<file path="config.mk">
export PLATFORM = sky130hd
export DESIGN_NAME = sc_io_seg_display
export DESIGN_NICKNAME = d
export VERILOG_FILES = /design/src/rtl/sc_io_seg_display.sv
export SDC_FILE = /design/constraint.sdc
export NUM_CORES = 1
export LEC_CHECK = 0
export BUFFER_PORTS_ARGS = -buffer_cell sky130_fd_sc_hd__buf_2
export CORE_UTILIZATION = 54
export CTS_BUF_LIST = sky130_fd_sc_hd__clkbuf_8
export DETAILED_ROUTE_END_ITERATION = 7
export PLACE_DENSITY = 0.79
export SLEW_MARGIN = 10
export SYNTH_ARGS = -nofsm -noshare
export SYNTH_HDL_FRONTEND = slang
export SYNTH_SLANG_ARGS = --single-unit
</file>
<file path="constraint.sdc">
create_clock -name clock -period 4.05 [get_ports clock]
set_clock_uncertainty 0.05 [all_clocks]
set_input_delay 1.0125 -clock clock [delete_from_list [all_inputs] [get_ports clock]]
set_output_delay 1.0125 -clock clock [all_outputs]
set_load 0.01 [all_outputs]
</file>
<file path="src/rtl/sc_io_seg_display.sv">
// ---------------------------------------------------------------------------
// sc_io_seg_display
//
// Purpose:
//   Shows the two CPU output-port values (out_port1 / out_port2) in decimal
//   on six 7-segment digits, three per channel. A single sequential
//   shift-and-add-3 converter is time-shared between the two channels.
//   Each channel watches its input for changes and queues a conversion.
//   When both channels are waiting they are served alternately.
//
// Ports:
//   clock      in   1   system clock, rising edge
//   resetn     in   1   asynchronous active-low reset
//   in_a       in  32   channel A value (out_port1)
//   in_b       in  32   channel B value (out_port2)
//   hex5..3    out  7   channel A hundreds/tens/units, active-low gfedcba
//   hex2..0    out  7   channel B hundreds/tens/units, active-low gfedcba
//   busy       out  1   high in LOAD, SHIFT and WRITE
//   done       out  1   one-cycle pulse in the cycle a channel's hex outputs
//                       take their new value
//   fsm_state  out  2   current converter state, for observation
//
// Handshake: there is no valid/ready pair. Each input is level-sampled.
// A difference from the last converted value raises that channel's pending
// flag. The conversion itself reads the input once, in LOAD, and only that
// snapshot reaches the display.
// ---------------------------------------------------------------------------
module sc_io_seg_display #(
    parameter int          BLANK_LZ = 1,
    parameter int unsigned MAX_VAL  = 999
) (
    input  logic        clock,
    input  logic        resetn,
    input  logic [31:0] in_a,
    input  logic [31:0] in_b,
    output logic [6:0]  hex5,
    output logic [6:0]  hex4,
    output logic [6:0]  hex3,
    output logic [6:0]  hex2,
    output logic [6:0]  hex1,
    output logic [6:0]  hex0,
    output logic        busy,
    output logic        done,
    output logic [1:0]  fsm_state
);

    localparam logic [1:0] S_IDLE  = 2'd0;
    localparam logic [1:0] S_LOAD  = 2'd1;
    localparam logic [1:0] S_SHIFT = 2'd2;
    localparam logic [1:0] S_WRITE = 2'd3;

    localparam logic [6:0]  SEG_DASH  = 7'b0111111;
    localparam logic [6:0]  SEG_BLANK = 7'b1111111;
    localparam logic [31:0] MAX_W     = 32'(MAX_VAL);
    localparam logic [3:0]  LAST_CNT  = 4'd9;

    logic [1:0]  state;
    logic        sel;        // channel being converted: 0 = A, 1 = B
    logic        last_sel;   // channel served most recently
    logic        pend_a;
    logic        pend_b;
    logic [31:0] last_a;
    logic [31:0] last_b;
    logic        ovf;
    logic [21:0] shreg;      // {bcd[11:0], bin[9:0]}
    logic [3:0]  cnt;

    logic [31:0] snap;
    logic        snap_ovf;
    logic [3:0]  nib0;
    logic [3:0]  nib1;
    logic [3:0]  nib2;
    logic [21:0] shifted;
    logic        unused_nib2_msb;
    logic [3:0]  bcd_h;
    logic [3:0]  bcd_t;
    logic [3:0]  bcd_u;
    logic [6:0]  dig_h;
    logic [6:0]  dig_t;
    logic [6:0]  dig_u;
    logic        pick_a;

    // Active-low gfedcba segment code for one BCD digit.
    function automatic logic [6:0] seg_code(input logic [3:0] d);
        logic [6:0] s;
        case (d)
            4'd0:    s = 7'b1000000;
            4'd1:    s = 7'b1111001;
            4'd2:    s = 7'b0100100;
            4'd3:    s = 7'b0110000;
            4'd4:    s = 7'b0011001;
            4'd5:    s = 7'b0010010;
            4'd6:    s = 7'b0000010;
            4'd7:    s = 7'b1111000;
            4'd8:    s = 7'b0000000;
            4'd9:    s = 7'b0010000;
            default: s = SEG_BLANK;
        endcase
        return s;
    endfunction

    assign busy      = (state != S_IDLE);
    assign fsm_state = state;

    // The selected input is read directly in LOAD. The overflow compare
    // uses all 32 bits. Only bits [9:0] ever enter the shifter.
    assign snap     = sel ? in_b : in_a;
    assign snap_ovf = (snap > MAX_W);

    // A channel waiting alone is served at once. When both are waiting, the
    // one not served last goes first. last_sel resets to B, so A goes first
    // after reset.
    assign pick_a = pend_a && (!pend_b || last_sel);

    // One shift-and-add-3 step: correct every BCD nibble that is 5 or
    // more, then shift the whole {bcd, bin} register left by one. The
    // hundreds nibble is at most 4 before the final shift for values up to
    // 999, so its carry-out bit can be dropped.
    always_comb begin
        nib0 = shreg[13:10];
        nib1 = shreg[17:14];
        nib2 = shreg[21:18];
        if (nib0 >= 4'd5) nib0 = nib0 + 4'd3;
        if (nib1 >= 4'd5) nib1 = nib1 + 4'd3;
        if (nib2 >= 4'd5) nib2 = nib2 + 4'd3;
        shifted = {nib2[2:0], nib1, nib0, shreg[9:0], 1'b0};
    end

    assign unused_nib2_msb = nib2[3];

    assign bcd_h = shreg[21:18];
    assign bcd_t = shreg[17:14];
    assign bcd_u = shreg[13:10];

    // Digit codes for the WRITE cycle. Overflow overrides everything.
    // Leading-zero blanking never blanks the units digit, and it blanks
    // the tens digit only when the hundreds digit is blank as well.
    always_comb begin
        dig_h = seg_code(bcd_h);
        dig_t = seg_code(bcd_t);
        dig_u = seg_code(bcd_u);
        if (BLANK_LZ != 0) begin
            if (bcd_h == 4'd0) dig_h = SEG_BLANK;
            if ((bcd_h == 4'd0) && (bcd_t == 4'd0)) dig_t = SEG_BLANK;
        end
        if (ovf) begin
            dig_h = SEG_DASH;
            dig_t = SEG_DASH;
            dig_u = SEG_DASH;
        end
    end

    // Change detection runs every cycle, including during a conversion.
    // In LOAD the served channel records its snapshot and clears its flag.
    // The flag rises again only if a later input differs from that snapshot.
    // Both flags reset high, so both channels convert after reset.
    always_ff @(posedge clock or negedge resetn) begin
        if (!resetn) begin
            last_a <= 32'd0;
            last_b <= 32'd0;
            pend_a <= 1'b1;
            pend_b <= 1'b1;
        end else begin
            if ((state == S_LOAD) && !sel) begin
                last_a <= in_a;
                pend_a <= 1'b0;
            end else if (in_a != last_a) begin
                pend_a <= 1'b1;
            end

            if ((state == S_LOAD) && sel) begin
                last_b <= in_b;
                pend_b <= 1'b0;
            end else if (in_b != last_b) begin
                pend_b <= 1'b1;
            end
        end
    end

    // Converter FSM and output registers.
    // The normal path is IDLE, LOAD, 10 x SHIFT, then WRITE.
    // The overflow path goes from LOAD straight to WRITE.
    always_ff @(posedge clock or negedge resetn) begin
        if (!resetn) begin
            state    <= S_IDLE;
            sel      <= 1'b0;
            last_sel <= 1'b1;
            ovf      <= 1'b0;
            shreg    <= 22'd0;
            cnt      <= 4'd0;
            done     <= 1'b0;
            hex5     <= SEG_BLANK;
            hex4     <= SEG_BLANK;
            hex3     <= SEG_BLANK;
            hex2     <= SEG_BLANK;
            hex1     <= SEG_BLANK;
            hex0     <= SEG_BLANK;
        end else begin
            done <= 1'b0;
            case (state)
                S_IDLE: begin
                    if (pick_a) begin
                        sel   <= 1'b0;
                        state <= S_LOAD;
                    end else if (pend_b) begin
                        sel   <= 1'b1;
                        state <= S_LOAD;
                    end
                end

                S_LOAD: begin
                    last_sel <= sel;
                    if (snap_ovf) begin
                        ovf   <= 1'b1;
                        state <= S_WRITE;
                    end else begin
                        ovf   <= 1'b0;
                        shreg <= {12'd0, snap[9:0]};
                        cnt   <= 4'd0;
                        state <= S_SHIFT;
                    end
                end

                S_SHIFT: begin
                    shreg <= shifted;
                    cnt   <= cnt + 4'd1;
                    if (cnt == LAST_CNT) begin
                        state <= S_WRITE;
                    end
                end

                S_WRITE: begin
                    // Only the served channel's digits change.
                    // The other channel's digits keep their value.
                    if (!sel) begin
                        hex5 <= dig_h;
                        hex4 <= dig_t;
                        hex3 <= dig_u;
                    end else begin
                        hex2 <= dig_h;
                        hex1 <= dig_t;
                        hex0 <= dig_u;
                    end
                    done  <= 1'b1;
                    state <= S_IDLE;
                end

                default: begin
                    state <= S_IDLE;
                end
            endcase
        end
    end

endmodule

</file>
==> impl_metrics.sql <==
INSERT INTO impl_metrics (metric_group, metric, value, unit) VALUES
('status', 'run_status', 'complete, no violations', ''),
('global_route', 'grt_start_max_net_pins', '88', ''),
('drt', 'post-route-drc-count', '0', ''),
('synthesis', 'yosys_most_used_dff', 'sky130_fd_sc_hd__dfrtp_1', ''),
('pwr', 'pwr-share-comb', '39.6', '%'),
('timing', 'clock.fmax', '349', 'MHz'),
('timing', 'period_minus_slack', '2.87', 'ns'),
('worst_setup_path', 'worst-setup-path-type', 'flop to flop', ''),
('clock_network', 'cts_inserted_buffers', '17', ''),
('worst_setup_path', 'arrival', '3.15', 'ns'),
('synthesis', 'netlist_area', '7260', 'µm²'),
('drt', 'detailroute.wirelength.met2', '7.24', 'mm'),
('timing', 'rsz0062_at_grt', 'false', ''),
('cells_and_area', 'mostFrequentLayoutCell', 'sky130_fd_sc_hd__buf_2', ''),
('synthesis', 'synth.mux.area_fraction', '11.8', '%'),
('flow_run', 'max-cap-violations', '0', ''),
('worst_setup_path', 'crit_path_max_cell_delay', '0.88', 'ns'),
('synthesis', 'synth.area.top_cells', 'sky130_fd_sc_hd__dfrtp_1, sky130_fd_sc_hd__dfstp_2, sky130_fd_sc_hd__mux2_2, sky130_fd_sc_hd__o21ai_0, sky130_fd_sc_hd__nand2_1', ''),
('drt', 'wirelength_met1', '6.91', 'mm'),
('pwr', 'power_density', '728', 'nW/µm²'),
('cells_and_area', 'final_nets', '890', ''),
('drt', 'dr.first_iter.drc_count', '271', ''),
('pwr', 'clockPowerShare', '16.2', '%'),
('clock_network', 'tritoncts', 'yes', ''),
('timing', 'worst_slew_margin_rel', '23.7', '%'),
('cells_and_area', 'areaGrowthSynthToFinish', '14.2', '%'),
('global_route', 'grt_pass1_vias', '5506', ''),
('clock_network', 'clockRootBuffer', 'sky130_fd_sc_hd__clkbuf_8', ''),
('worst_setup_path', 'critical_path_required', '4.34', 'ns'),
('placement', 'place_ws', '0.997', 'ns'),
('cells_and_area', 'fillCellCount', '1023', ''),
('synthesis', 'syn_area_per_cell', '10.4', 'µm²'),
('clock_network', 'holdBufCountCts', '0', ''),
('timing', 'setup_total_negative_slack', '0', 'ns'),
('cells_and_area', 'drive_gt1_share', '33.1', '%'),
('floorplanning', 'die_w', '118', 'µm'),
('clock_network', 'clk_latency', '0.45', 'ns'),
('placement', 'placement.io_buffers', '111', ''),
('clock_network', 'post_cts_resized', '0', ''),
('clock_network', 'clock_sink_count', '140', ''),
('synthesis', 'dominant_combinational_cell_family_by_area_after_synthesis', 'simple AND/OR/NAND/NOR gates', ''),
('clock_network', 'ctsHtreeMaxLevel', '4', ''),
('placement', 'dp_hpwl', '11.2', 'mm'),
('worst_setup_path', 'worstSetupStartpointType', 'flop', ''),
('floorplanning', 'die_height', '118', 'µm'),
('synthesis', 'postSynth.asyncResetShare', '100', '%'),
('synthesis', 'post_synth_fa_ha_maj_area_fraction', '3.62', '%'),
('cells_and_area', 'final_antenna_diode_count', '0', ''),
('pwr', 'sequential_share_of_power', '44.2', '%'),
('clock_network', 'clk_pin_slew_worst_paths', '0.08', 'ns'),
('synthesis', 'syn-num-nets', '788', ''),
('synthesis', 'syn-instance-count', '701', ''),
('floorplanning', 'core.rowCount', '41', ''),
('pwr', 'power.switching', '2.25', 'mW'),
('synthesis', 'synth_top_area_share', '32.8', '%'),
('synthesis', 'yosys_warnings', '0', ''),
('min_path', 'min-delay-path-class', 'flop to flop', ''),
('worst_setup_path', 'regToRegStartpoint', 'sel', ''),
('global_route', 'global_routing_usage_summed_across_all_routing_layers', '23.6', '%'),
('floorplanning', 'top_level_ports', '112', ''),
('pwr', 'power.ir.vdd_worst', '0.435', 'mV'),
('synthesis', 'seq_area_frac_synth', '49.1', '%'),
('timing', 'report.final.hold_viol_count', '0', ''),
('drt', 'via_count', '5485', ''),
('worst_setup_path', 'critical_path.slowest_cell', 'sky130_fd_sc_hd__dfrtp_1', ''),
('synthesis', 'synth_enable_flop_cells', '0', ''),
('timing', 'worst_slew_pin_slew', '1.14', 'ns'),
('timing', 'timing.final.ws_setup', '1.18', 'ns'),
('pwr', 'p_int', '3.78', 'mW'),
('synthesis', 'post_synth_and_or_nand_nor_area_fraction', '12.0', '%'),
('synthesis', 'xor_xnor_share_of_the_synthesized_area', '8.33', '%');
[synthesized netlist by cell type (all sizes together), types with 2 or more instances]
library cell	number
o21ai	79
nand4	10
a211oi	2
mux2i	11
inv	21
a22oi	3
o31ai	3
mux2	66
a211o	2
clkbuf	26
dfrtp	95
a22o	2
a32o	2
nor4	16
xnor2	34
xor2	35
nand3b	3
nor2	40
buf	10
a21oi	35
a21boi	2
nor3	9
nand2b	5
nand2	93
nand3	7
dfstp	45
a31o	2
ha	21
o211ai	5
[state kept, by name, indices dropped and copies added (netlist names)]
name,flops
last_a,32
last_b,32
shreg,22
hex0,7
hex1,7
hex2,7
hex3,7
hex4,7
hex5,7
cnt,4
fsm_state,2
done,1
last_sel,1
ovf,1
pend_a,1
pend_b,1
sel,1
[through the flow]
| step | hold WS (ns) | cell area (µm²) | cells | utilization, % |
|---|---|---|---|---|
| 6_report | 0.430 | 8290 | 988 | 64.3 |
| 5_1_grt | 0.446 | 8290 | 988 | 64.3 |
| 4_1_cts | 0.434 | 8290 | 988 | 64.3 |
| 3_5_place_dp | 0.421 | 7940 | 956 | 61.7 |
| 3_3_place_gp | 0.414 | 7940 | 956 | 61.7 |
| 2_1_floorplan | 0.399 | 7260 | 701 | - |
[layout make-up]
cell class | instances | area (µm²) | share of cell area (%)
sequential | 140 | 3560 | 43.0
multi-input combinational | 504 | 3450 | 41.7
timing repair buffer | 119 | 631 | 7.61
clock buffer | 18 | 248 | 2.99
tap | 172 | 215 | 2.60
clock inverter | 14 | 98.8 | 1.19
inverter | 21 | 78.8 | 0.951
[per-layer routing]
layer,vias to the layer above,track usage (%)
li1,2635,-
met1,2636,30.5
met2,180,37.3
met3,34,5.86
met4,0,10.5
met5,-,0
[worst reg2reg max path, cell delays in order (launching register included)]
cell and delay [ns]:
sky130_fd_sc_hd__dfrtp_1 0.88, sky130_fd_sc_hd__buf_4 0.28, sky130_fd_sc_hd__nor3_4 0.05, sky130_fd_sc_hd__a22oi_1 0.19
sky130_fd_sc_hd__a211oi_2 0.09, sky130_fd_sc_hd__a22oi_2 0.53, sky130_fd_sc_hd__buf_4 0.36, sky130_fd_sc_hd__mux2_4 0.32
[path summary, 6_finish.rpt]
kind                       slack, ns  depth (start not counted)          to
max in group asynchronous       2.49                          2    last_sel
hold reg to reg                 0.43                          2     hex4[3]
hold / removal                  0.43                          2     hex4[3]
setup / recovery                1.18                          7    shreg[6]
min in group asynchronous       0.56                          1  last_a[25]
setup reg to reg                1.18                          7    shreg[6]
[power groups by stage]
stage / Clock, mW / Combinational (mW) / Sequential [mW]
after floorplan: 0 / 1.74 / 2.64
after global placement: 0 / 2.29 / 2.63
after detailed placement: 0 / 2.40 / 2.68
after CTS: 1.01 / 2.41 / 2.66
after global routing: 1.07 / 2.66 / 2.75
final: 0.980 / 2.39 / 2.67
[cell families after synthesis]
logic type | count (synthesis)
AO/OA/AOI/OAI | 147
XOR/XNOR | 69
adder cells (fa/ha/maj) | 21
buffers and inverters | 57
flip-flops | 140
multiplexers | 77
AND/OR/NAND/NOR | 190
(Power assumes the default switching activity.)
